==> config.mk <==
export PLATFORM = sky130hd
export DESIGN_NAME = morse_tx_flat
export DESIGN_NICKNAME = d
export VERILOG_FILES = /design/src/rtl/morse_tx_if.sv /design/src/rtl/morse_tx.sv /design/src/flat_wrapper.sv
export SDC_FILE = /design/constraint.sdc
export NUM_CORES = 1
export LEC_CHECK = 0
export BUFFER_PORTS_ARGS = -buffer_cell sky130_fd_sc_hd__buf_2
export CORE_UTILIZATION = 59
export CTS_CLUSTER_DIAMETER = 30
export DETAILED_ROUTE_END_ITERATION = 10
export PLACE_DENSITY = 0.78
export SKIP_CTS_REPAIR_TIMING = 1
export SLEW_MARGIN = 40
export SYNTH_ARGS = -nofsm -noshare
export SYNTH_HDL_FRONTEND = slang
export SYNTH_SLANG_ARGS = --single-unit
==> constraint.sdc <==
create_clock -name clk -period 2.5 [get_ports clk]
set_input_delay 0.375 -clock clk [delete_from_list [all_inputs] [get_ports clk]]
set_output_delay 0.375 -clock clk [all_outputs]
set_load 0.02 [all_outputs]
==> src/rtl/morse_tx_if.sv <==
// rtl/morse_tx_if.sv - character handshake between a text source and the Morse keyer
interface morse_tx_if;
    logic       char_valid;
    logic [5:0] char_code;
    logic       char_ready;

    modport master (
        output char_valid,
        output char_code,
        input  char_ready
    );

    modport slave (
        input  char_valid,
        input  char_code,
        output char_ready
    );
endinterface

==> src/rtl/morse_tx.sv <==
// rtl/morse_tx.sv - ITU Morse keyer driving one on/off line from 6-bit character codes
// Define MORSE_TX_DIGITS_EN to key codes 26-35 as digits 0-9; otherwise they are rejected as invalid.
module morse_tx #(
    parameter int UNIT_CYCLES = 50
) (
    input  logic      clk,
    input  logic      rst_n,
    morse_tx_if.slave cin,
    output logic      morse_out,
    output logic      busy,
    output logic      err_pulse
);
    localparam int CW          = $clog2(UNIT_CYCLES);
    localparam int CODE_WSPACE = 36;

    typedef enum logic [2:0] {IDLE, MARK, SPACE, LGAP, WGAP} state_t;

    state_t        state_q, state_d, start_state;
    logic [CW-1:0] cyc_q;
    logic [1:0]    unit_q;
    logic [2:0]    sym_q, len_q;
    logic [4:0]    pat_q;
    logic          morse_q, err_q, rdy_en_q;

    logic          rom_ok;
    logic [2:0]    rom_len;
    logic [4:0]    rom_pat;
    logic          unit_stb, gap_done, accept;
    logic          enter, load, advance, err_d, rdy_en_d;
    logic [1:0]    mark_last;

    // {valid, length, pattern}; pattern is left-aligned so the current symbol is always bit 4
    function automatic logic [8:0] rom(input logic [5:0] c);
        case (c)
            6'd0:  rom = {1'b1, 3'd2, 5'b01000};
            6'd1:  rom = {1'b1, 3'd4, 5'b10000};
            6'd2:  rom = {1'b1, 3'd4, 5'b10100};
            6'd3:  rom = {1'b1, 3'd3, 5'b10000};
            6'd4:  rom = {1'b1, 3'd1, 5'b00000};
            6'd5:  rom = {1'b1, 3'd4, 5'b00100};
            6'd6:  rom = {1'b1, 3'd3, 5'b11000};
            6'd7:  rom = {1'b1, 3'd4, 5'b00000};
            6'd8:  rom = {1'b1, 3'd2, 5'b00000};
            6'd9:  rom = {1'b1, 3'd4, 5'b01110};
            6'd10: rom = {1'b1, 3'd3, 5'b10100};
            6'd11: rom = {1'b1, 3'd4, 5'b01000};
            6'd12: rom = {1'b1, 3'd2, 5'b11000};
            6'd13: rom = {1'b1, 3'd2, 5'b10000};
            6'd14: rom = {1'b1, 3'd3, 5'b11100};
            6'd15: rom = {1'b1, 3'd4, 5'b01100};
            6'd16: rom = {1'b1, 3'd4, 5'b11010};
            6'd17: rom = {1'b1, 3'd3, 5'b01000};
            6'd18: rom = {1'b1, 3'd3, 5'b00000};
            6'd19: rom = {1'b1, 3'd1, 5'b10000};
            6'd20: rom = {1'b1, 3'd3, 5'b00100};
            6'd21: rom = {1'b1, 3'd4, 5'b00010};
            6'd22: rom = {1'b1, 3'd3, 5'b01100};
            6'd23: rom = {1'b1, 3'd4, 5'b10010};
            6'd24: rom = {1'b1, 3'd4, 5'b10110};
            6'd25: rom = {1'b1, 3'd4, 5'b11000};
`ifdef MORSE_TX_DIGITS_EN
            6'd26: rom = {1'b1, 3'd5, 5'b11111};
            6'd27: rom = {1'b1, 3'd5, 5'b01111};
            6'd28: rom = {1'b1, 3'd5, 5'b00111};
            6'd29: rom = {1'b1, 3'd5, 5'b00011};
            6'd30: rom = {1'b1, 3'd5, 5'b00001};
            6'd31: rom = {1'b1, 3'd5, 5'b00000};
            6'd32: rom = {1'b1, 3'd5, 5'b10000};
            6'd33: rom = {1'b1, 3'd5, 5'b11000};
            6'd34: rom = {1'b1, 3'd5, 5'b11100};
            6'd35: rom = {1'b1, 3'd5, 5'b11110};
`endif
            default: rom = 9'd0;
        endcase
    endfunction

    always_comb {rom_ok, rom_len, rom_pat} = rom(cin.char_code);

    assign unit_stb  = (cyc_q == CW'(UNIT_CYCLES - 1));
    assign mark_last = pat_q[4] ? 2'd2 : 2'd0;
    assign gap_done  = unit_stb && ((state_q == LGAP && unit_q == 2'd2) ||
                                    (state_q == WGAP && unit_q == 2'd3));
    // Ready looks ahead into the last gap cycle so characters chain with no idle cycle
    assign cin.char_ready = rdy_en_q && (state_q == IDLE || gap_done);
    assign accept         = cin.char_valid && cin.char_ready;

    always_comb begin
        start_state = IDLE;
        if (rom_ok)
            start_state = MARK;
        else if (cin.char_code == 6'(CODE_WSPACE))
            start_state = WGAP;
    end

    always_comb begin
        state_d  = state_q;
        enter    = 1'b0;
        load     = 1'b0;
        advance  = 1'b0;
        err_d    = 1'b0;
        rdy_en_d = 1'b1;
        if (accept) begin
            state_d  = start_state;
            enter    = 1'b1;
            load     = rom_ok;
            err_d    = (start_state == IDLE);
            rdy_en_d = (start_state != IDLE);
        end else begin
            case (state_q)
                MARK: begin
                    if (unit_stb && unit_q == mark_last) begin
                        state_d = (sym_q == len_q - 3'd1) ? LGAP : SPACE;
                        enter   = 1'b1;
                    end
                end
                SPACE: begin
                    if (unit_stb) begin
                        state_d = MARK;
                        enter   = 1'b1;
                        advance = 1'b1;
                    end
                end
                LGAP, WGAP: begin
                    if (gap_done) begin
                        state_d = IDLE;
                        enter   = 1'b1;
                    end
                end
                default: ;
            endcase
        end
    end

    always_ff @(posedge clk or negedge rst_n) begin
        if (!rst_n) begin
            state_q  <= IDLE;
            cyc_q    <= '0;
            unit_q   <= '0;
            sym_q    <= '0;
            len_q    <= '0;
            pat_q    <= '0;
            morse_q  <= 1'b0;
            err_q    <= 1'b0;
            rdy_en_q <= 1'b0;
        end else begin
            state_q  <= state_d;
            morse_q  <= (state_d == MARK);
            err_q    <= err_d;
            rdy_en_q <= rdy_en_d;
            if (enter) begin
                cyc_q  <= '0;
                unit_q <= '0;
            end else if (state_q != IDLE) begin
                cyc_q <= unit_stb ? '0 : cyc_q + CW'(1);
                if (unit_stb)
                    unit_q <= unit_q + 2'd1;
            end
            if (accept)
                sym_q <= '0;
            else if (advance)
                sym_q <= sym_q + 3'd1;
            if (load) begin
                len_q <= rom_len;
                pat_q <= rom_pat;
            end else if (advance) begin
                pat_q <= {pat_q[3:0], 1'b0};
            end
        end
    end

    assign morse_out = morse_q;
    assign busy      = (state_q != IDLE);
    assign err_pulse = err_q;
endmodule
==> src/flat_wrapper.sv <==
// flat-port wrapper written by rule: the top's interface ports become plain ports
module morse_tx_flat 
#(
    parameter int UNIT_CYCLES = 50
)
  (clk, rst_n, morse_out, busy, err_pulse, cin_char_valid, cin_char_code, cin_char_ready);
  morse_tx_if cin_i ();
  input  logic clk;
  input  logic rst_n;
  output logic morse_out;
  output logic busy;
  output logic err_pulse;
  input wire logic [$bits(cin_i.char_valid)-1:0] cin_char_valid;
  input wire logic [$bits(cin_i.char_code)-1:0] cin_char_code;
  output wire logic [$bits(cin_i.char_ready)-1:0] cin_char_ready;
  assign cin_i.char_valid = cin_char_valid;
  assign cin_i.char_code = cin_char_code;
  assign cin_char_ready = cin_i.char_ready;
  morse_tx #(.UNIT_CYCLES(UNIT_CYCLES)) u_core (.clk(clk), .rst_n(rst_n), .cin(cin_i), .morse_out(morse_out), .busy(busy), .err_pulse(err_pulse));
endmodule
==> run_results.csv, run 1 <==
group,metric,value,unit
placement,gp_congestion,0.864,
detailed_routing,viasPerCell,6.10,
placement,port_buffers,12,
cts,insertion_delay,0.31,ns
die,die-area,3340,µm²
yosys,synthCells,198,
critical_path,start_kind,"register",
critical_path,worst-endpoint-arrival,1.93,ns
critical_path,crit_start,"u_core.unit_q[0]$_DFFE_PN0P_",
hold_path,min_path_type,"in -> async",
yosys,ys_top_cells_by_area,"dfrtp_1, ha_1, mux4_2, nor2_1, o21ai_0",
critical_path,r2r_end,"u_core.len_q[0]$_DFFE_PN0P_",
detailed_routing,post_drt_wl_per_cell,15.0,µm
timing,hold_viol_final,0,
critical_path,timing.rr.start,"u_core.unit_q[0]$_DFFE_PN0P_",
detailed_routing,postRouteWirelength,3.54,mm
global_route,grt_pass1_wl,6.14,mm
detailed_routing,dr.pass1.iters,4,
critical_path,critPathKind,"reg -> out",
critical_path,required,2.12,ns
cells_and_area,num_antenna_cells,0,
timing,worstMarginPinSlew,0.529,ns
yosys,synth_area,1840,µm²
cts,tritoncts,"built",
cells_and_area,nNetsFinal,229,
critical_path,r2r_cells,7,
yosys,synth_cell_type_count,50,
die,core_area,2850,µm²
timing,hold_ws,0.0301,ns
critical_path,path_delay_family,"flip-flops",
global_route,grt-ovfl-total,0,
yosys,syn-num-nets,220,
yosys,ys.flop_type,"dfrtp_1",
power_and_ir_drop,p_leak,0.862,nW
cts,clkSinkCount,24,
global_route,grt_max_degree,25,
critical_path,crit_path_top_delay_cell,"dfrtp_1",
yosys,synth.most_common_cell,"dfrtp_1",
cells_and_area,syn2layout_area_growth,4.02,%
yosys,yosysTopAreaCell,"dfrtp_1",
cells_and_area,fillerInstances,237,
run_status,outcome,"finished clean",
yosys,async_flop_share,100,%
yosys,ys_warn_count,0,
yosys,netlist_top_cells_count,"dfrtp_1, nor2_1, nand2_1, ha_1, inv_1",
timing,clock_skew,0.00759,ns
critical_path,path_max_fanout,5,
timing,fmax,0.434,GHz
critical_path,cp_num_buf_inv,2,
detailed_routing,drt_iter0_markers,64,
cts,path_clk_slew,0.13,ns
power_and_ir_drop,powerDensity,751,nW/µm²
timing,fin_crit_sh,92.1,%
timing,timing.final.ws_setup,0.197,ns
yosys,synth_seq_area_share,32.7,%
global_route,grt_usage,23.5,%
timing,fin_crit,2.30,ns
die,rows,19,
timing,relSlewSlack,64.7,%
timing,tns,0,ns
detailed_routing,drc,0,
placement,hpwlAfterDp,2.72,mm
run,max_cap_viol_count,0,
critical_path,cpPeakStageDelay,0.44,ns
die,die_w,57.8,µm
global_route,antenna_found_initial,0,
die,chipHeight,57.8,µm
critical_path,crit_chain,"inv_1 > ha_1 > nand4b_1 > a211oi_2 > nor2_1 > nor2b_1 > buf_2",
power_and_ir_drop,p_total,1.43,mW
yosys,yosys_register_bits,24,
detailed_routing,vias,1440,
yosys,synth_top_area_share,32.7,%
cts,cts-root-buf,"clkbuf_4",
global_route,first_global_vias,1467,
critical_path,r2r_setup_slack,0.45,ns
cts,cts_buffers,3,
critical_path,end_kind,"primary output",
timing,drv_slew,0,
cts,clk_path_buf_depth,2,
cells_and_area,drive_above_1_share,15.6,%
placement,dpl_worst_slack,0.482,ns
yosys,synth_edf_count,0,
yosys,synth_area_per_cell,9.27,µm²
detailed_routing,ant_nets,0,
timing,grt_setup_unrepaired,"false",
power_and_ir_drop,vdd_ir_drop_max,489,µV
cts,ctsHtreeMaxLevel,1,
die,start_util,64.3,%
die,io_pins,13,
timing,finalSetupViolations,0,
-- registers in the layout, indices dropped and copies added (netlist names) --
signal / cells
u_core.err_pulse: 1
u_core.morse_out: 1
u_core.cyc_q: 6
u_core.rdy_en_q: 1
u_core.len_q: 3
u_core.pat_q: 4
u_core.sym_q: 3
u_core.state_q: 3
u_core.unit_q: 2
-- worst max-delay path by stage --
stage                                  endpoint  slack [ns]  cells after the start
finish                           cin_char_ready        0.20                      7
detailed placement  u_core.len_q[0]$_DFFE_PN0P_        0.48                      7
global route                     cin_char_ready        0.04                      7
floorplan                        cin_char_ready        0.62                      6
global placement     u_core.morse_out$_DFF_PN0_        0.55                      7
CTS                              cin_char_ready        0.19                      7
-- final cells by class --
class	instances	area (µm²)	share of cell area [%]
multi-input combinational	150	1120	58.6
clock buffer	3	22.5	1.18
sequential	24	601	31.5
inverter	14	52.6	2.75
timing repair buffer	14	75.1	3.93
tap	31	38.8	2.03
-- stage by stage --
step | utilization, % | std cells | cell area, µm²
6_report | 66.9 | 236 | 1910
5_1_grt | 66.9 | 236 | 1910
4_1_cts | 66.9 | 236 | 1910
3_5_place_dp | 66.1 | 233 | 1890
3_3_place_gp | 66.1 | 233 | 1890
2_1_floorplan | - | 198 | 1840
-- per-layer routing --
metal	vias up	global-route usage, %	part of all wire [%]
li1	730	-	-
met1	691	31.7	49
met2	17	40.4	48
met3	2	2.90	2.5
met4	0	6.12	0.45
met5	-	0	0
-- cell usage in the layout (no fill, tap or decap), types with 2 or more instances in the layout --
master	count
a21o_1	2
a21oi_1	8
and3_1	2
buf_2	12
buf_4	2
clkbuf_4	3
dfrtp_1	24
ha_1	13
inv_1	13
mux2i_1	5
mux4_2	4
nand2_1	14
nand2b_1	5
nand3_1	10
nand4_1	2
nand4b_1	3
nor2_1	17
nor2b_1	5
nor3_1	4
o211ai_1	6
o211ai_2	2
o21ai_0	12
o21ai_1	2
o21ai_2	3
o21bai_1	2
o31ai_1	3
or3_1	2
xor2_1	5
-- where the power goes --
| part | switching [mW] | total [mW] | internal, mW | leakage (nW) |
|---|---|---|---|---|
| Combinational | 0.343 | 0.636 | 0.294 | 0.549 |
| Sequential | 0.118 | 0.633 | 0.514 | 0.299 |
| Clock | 0.109 | 0.165 | 0.0562 | 0.0138 |
-- logic make-up (layout without fill, tap and decap cells) --
group           Yosys count  count (layout)  synth area share, %
buf+inv                  24              31                 6.27
mux                       9               9                 7.63
fa+ha+maj                13              13                 8.86
xor+xnor                  7               7                 4.09
simple gates             69              69                 20.4
flops                    24              24                 32.7
compound gates           52              52                 20.0
Note: power is estimated with default switching activity, not from simulation.
==> inputs of run 2 (changes only) <==
--- a/config.mk
+++ b/config.mk
@@ -7,8 +7,9 @@
 export LEC_CHECK = 0
 export BUFFER_PORTS_ARGS = -buffer_cell sky130_fd_sc_hd__buf_2
-export CORE_UTILIZATION = 59
+export CORE_UTILIZATION = 50
 export CTS_CLUSTER_DIAMETER = 30
 export DETAILED_ROUTE_END_ITERATION = 10
-export PLACE_DENSITY = 0.78
+export PLACE_DENSITY = 0.68
+export RECOVER_POWER = 25
 export SKIP_CTS_REPAIR_TIMING = 1
 export SLEW_MARGIN = 40
==> constraint.sdc (replaced) <==
create_clock -name clk -period 2.5 [get_ports clk]
set_input_delay 0.375 -clock clk [delete_from_list [all_inputs] [get_ports clk]]
set_output_delay 0.375 -clock clk [all_outputs]
set_load 0.005 [all_outputs]
==> run 2 against run 1 <==
Against the previous run: largest power group is now sequential cells; final area is 2.5% higher; count of clock-buffer cells in the layout stayed put; first-iteration DRC count is 38% higher; critical path depth stayed put; global-route usage is 2.6 points lower; total power is 7.6% higher; largest cell class unchanged; die area is 17% higher; sequential cell count stayed put; critical endpoint unchanged.
==> run_results.csv, run 2 (synthesized netlist as in run 1, its figures left out) <==
group,metric,value,unit
run_status,outcome,"finished clean",
cts,insertion_delay,0.32,ns
detailed_routing,vias,1485,
critical_path,end_kind,"primary output",
detailed_routing,ant_nets,0,
run,max_cap_viol_count,0,
die,die-area,3920,µm²
critical_path,timing.rr.start,"u_core.unit_q[0]$_DFFE_PN0P_",
placement,gp_congestion,0.865,
global_route,antenna_found_initial,0,
critical_path,crit_path_top_delay_cell,"dfrtp_1",
die,die_w,62.6,µm
power_and_ir_drop,p_leak,0.873,nW
power_and_ir_drop,seqPwrFrac,41.8,%
critical_path,crit_start,"u_core.unit_q[0]$_DFFE_PN0P_",
placement,hpwlAfterDp,2.94,mm
cells_and_area,final_cell_area,1960,µm²
timing,tns,0,ns
cells_and_area,syn2layout_area_growth,6.61,%
detailed_routing,dr.pass1.iters,4,
cells_and_area,num_antenna_cells,0,
critical_path,path_max_fanout,5,
global_route,grt_pass1_wl,6.57,mm
cts,path_clk_slew,0.15,ns
timing,hold_ws,0.302,ns
cts,cts-root-buf,"clkbuf_4",
power_and_ir_drop,vdd_ir_drop_max,305,µV
detailed_routing,viasPerCell,5.89,
power_and_ir_drop,powerDensity,789,nW/µm²
timing,worstMarginPinSlew,1.29,ns
cts,clk_path_buf_depth,2,
detailed_routing,drc,0,
power_and_ir_drop,p_int,969,µW
timing,finalSetupViolations,0,
cells_and_area,stdcell_count,252,
power_and_ir_drop,p_total,1.54,mW
placement,dpl_cell_area,1910,µm²
global_route,grt_max_degree,25,
timing,grt_setup_unrepaired,"false",
die,chipHeight,62.6,µm
cells_and_area,top_regs,"u_core.cyc_q: 6 flops, u_core.pat_q: 4 flops",
detailed_routing,drt_iter0_markers,88,
cells_and_area,multi_input_area,1120,µm²
timing,clock_skew,0.0153,ns
cells_and_area,largest_register_ffs,6,
cells_and_area,final_common_cell,"dfrtp_1",
detailed_routing,postRouteWirelength,3.78,mm
placement,port_buffers,12,
cts,clkSinkCount,24,
critical_path,critPathKind,"reg -> out",
cells_and_area,mostFrequentLayoutCells,"dfrtp_1, nor2_1, nand2_1",
cts,ctsHtreeMaxLevel,1,
power_and_ir_drop,p_clk_share,18.3,%
die,start_util,53.7,%
die,core_area,3420,µm²
cts,cts_buffers,3,
global_route,grt_usage,20.9,%
cells_and_area,seqCellArea,601,µm²
critical_path,start_kind,"register",
cells_and_area,fillerInstances,319,
cells_and_area,top_register,"u_core.cyc_q",
hold_path,min_path_type,"in -> async",
critical_path,worst-endpoint-arrival,1.95,ns
critical_path,crit_chain,"inv_1 > ha_1 > nand4b_1 > a211oi_2 > nor2_1 > nor2b_1 > buf_2",
power_and_ir_drop,p_sw_share,37.2,%
timing,hold_viol_final,0,
placement,place_inst,248,
timing,fmax,0.431,GHz
timing,relSlewSlack,13.9,%
critical_path,required,2.12,ns
power_and_ir_drop,power_switching,574,µW
global_route,first_global_vias,1456,
cells_and_area,nNetsFinal,229,
die,rows,21,
cts,tritoncts,"built",
critical_path,cpPeakStageDelay,0.45,ns
timing,drv_slew,0,
timing,fin_crit_sh,92.9,%
power_and_ir_drop,comb_power_share,39.9,%
cells_and_area,drive_above_1_share,15.5,%
detailed_routing,post_drt_wl_per_cell,15.0,µm
timing,fin_crit,2.32,ns
die,io_pins,13,
global_route,grt-ovfl-total,0,
==> run 2: cell types whose count changed in the layout (fill, tap and decap cells not counted) <==
cell / previous run / this run
clkbuf_1: 0 / 1
bufinv_16: 0 / 1
buf_2: 12 / 11
==> run 2: metal layers <==
layer  global-route usage (%)  wire length, µm  vias to the layer above  part of all wire, %
met5                        0                0                        -                    0
met4                     6.10               51                        0                  1.3
li1                         -                -                      729                    -
met2                     35.3             1820                       25                   48
met1                     28.4             1830                      727                   48
met3                     1.64               88                        4                  2.3
==> run 2: per-stage QoR <==
step,util (%),setup slack [ns]
CTS,57.3,0.186
global placement,55.8,0.462
floorplan,-,0.754
finish,57.3,0.178
detailed placement,55.8,0.418
global route,57.3,0.0315
==> run 2: layout make-up <==
cell class / count / area share, %
inverter: 14 / 2.69
clock buffer: 3 / 1.15
tap: 46 / 2.94
clock inverter: 1 / 1.53
multi-input combinational: 150 / 57.2
sequential: 24 / 30.7
timing repair buffer: 14 / 3.77
==> run 2: path summary, 6_finish.rpt <==
kind	to	slack (ns)	cells after the start
min in group clk	u_core.rdy_en_q$_DFF_PN0_	0.39	3
max reg2reg	u_core.morse_out$_DFF_PN0_	0.41	7
max	cin_char_ready	0.18	7
max in group asynchronous	u_core.rdy_en_q$_DFF_PN0_	1.43	1
min reg2reg	u_core.pat_q[1]$_DFFE_PN0P_	0.53	2
min	u_core.sym_q[1]$_DFFE_PN0P_	0.30	1
==> run 2: power groups by stage <==
stage / Combinational (mW) / Clock [mW] / Sequential (mW)
2_1_floorplan: 0.509 / 0 / 0.607
3_3_place_gp: 0.592 / 0 / 0.644
3_5_place_dp: 0.622 / 0 / 0.650
4_1_cts: 0.622 / 0.286 / 0.642
5_1_grt: 0.707 / 0.306 / 0.666
6_report: 0.616 / 0.283 / 0.644
==> run 2: critical path: cells and delay by family, from the launching register on <==
kind / cells / cell delay, ns
flip-flops: 1 / 0.45
AND/OR/NAND/NOR: 3 / 0.40
AO/OA/AOI/OAI: 1 / 0.35
buffers and inverters: 2 / 0.24
adder cells (fa/ha/maj): 1 / 0.20
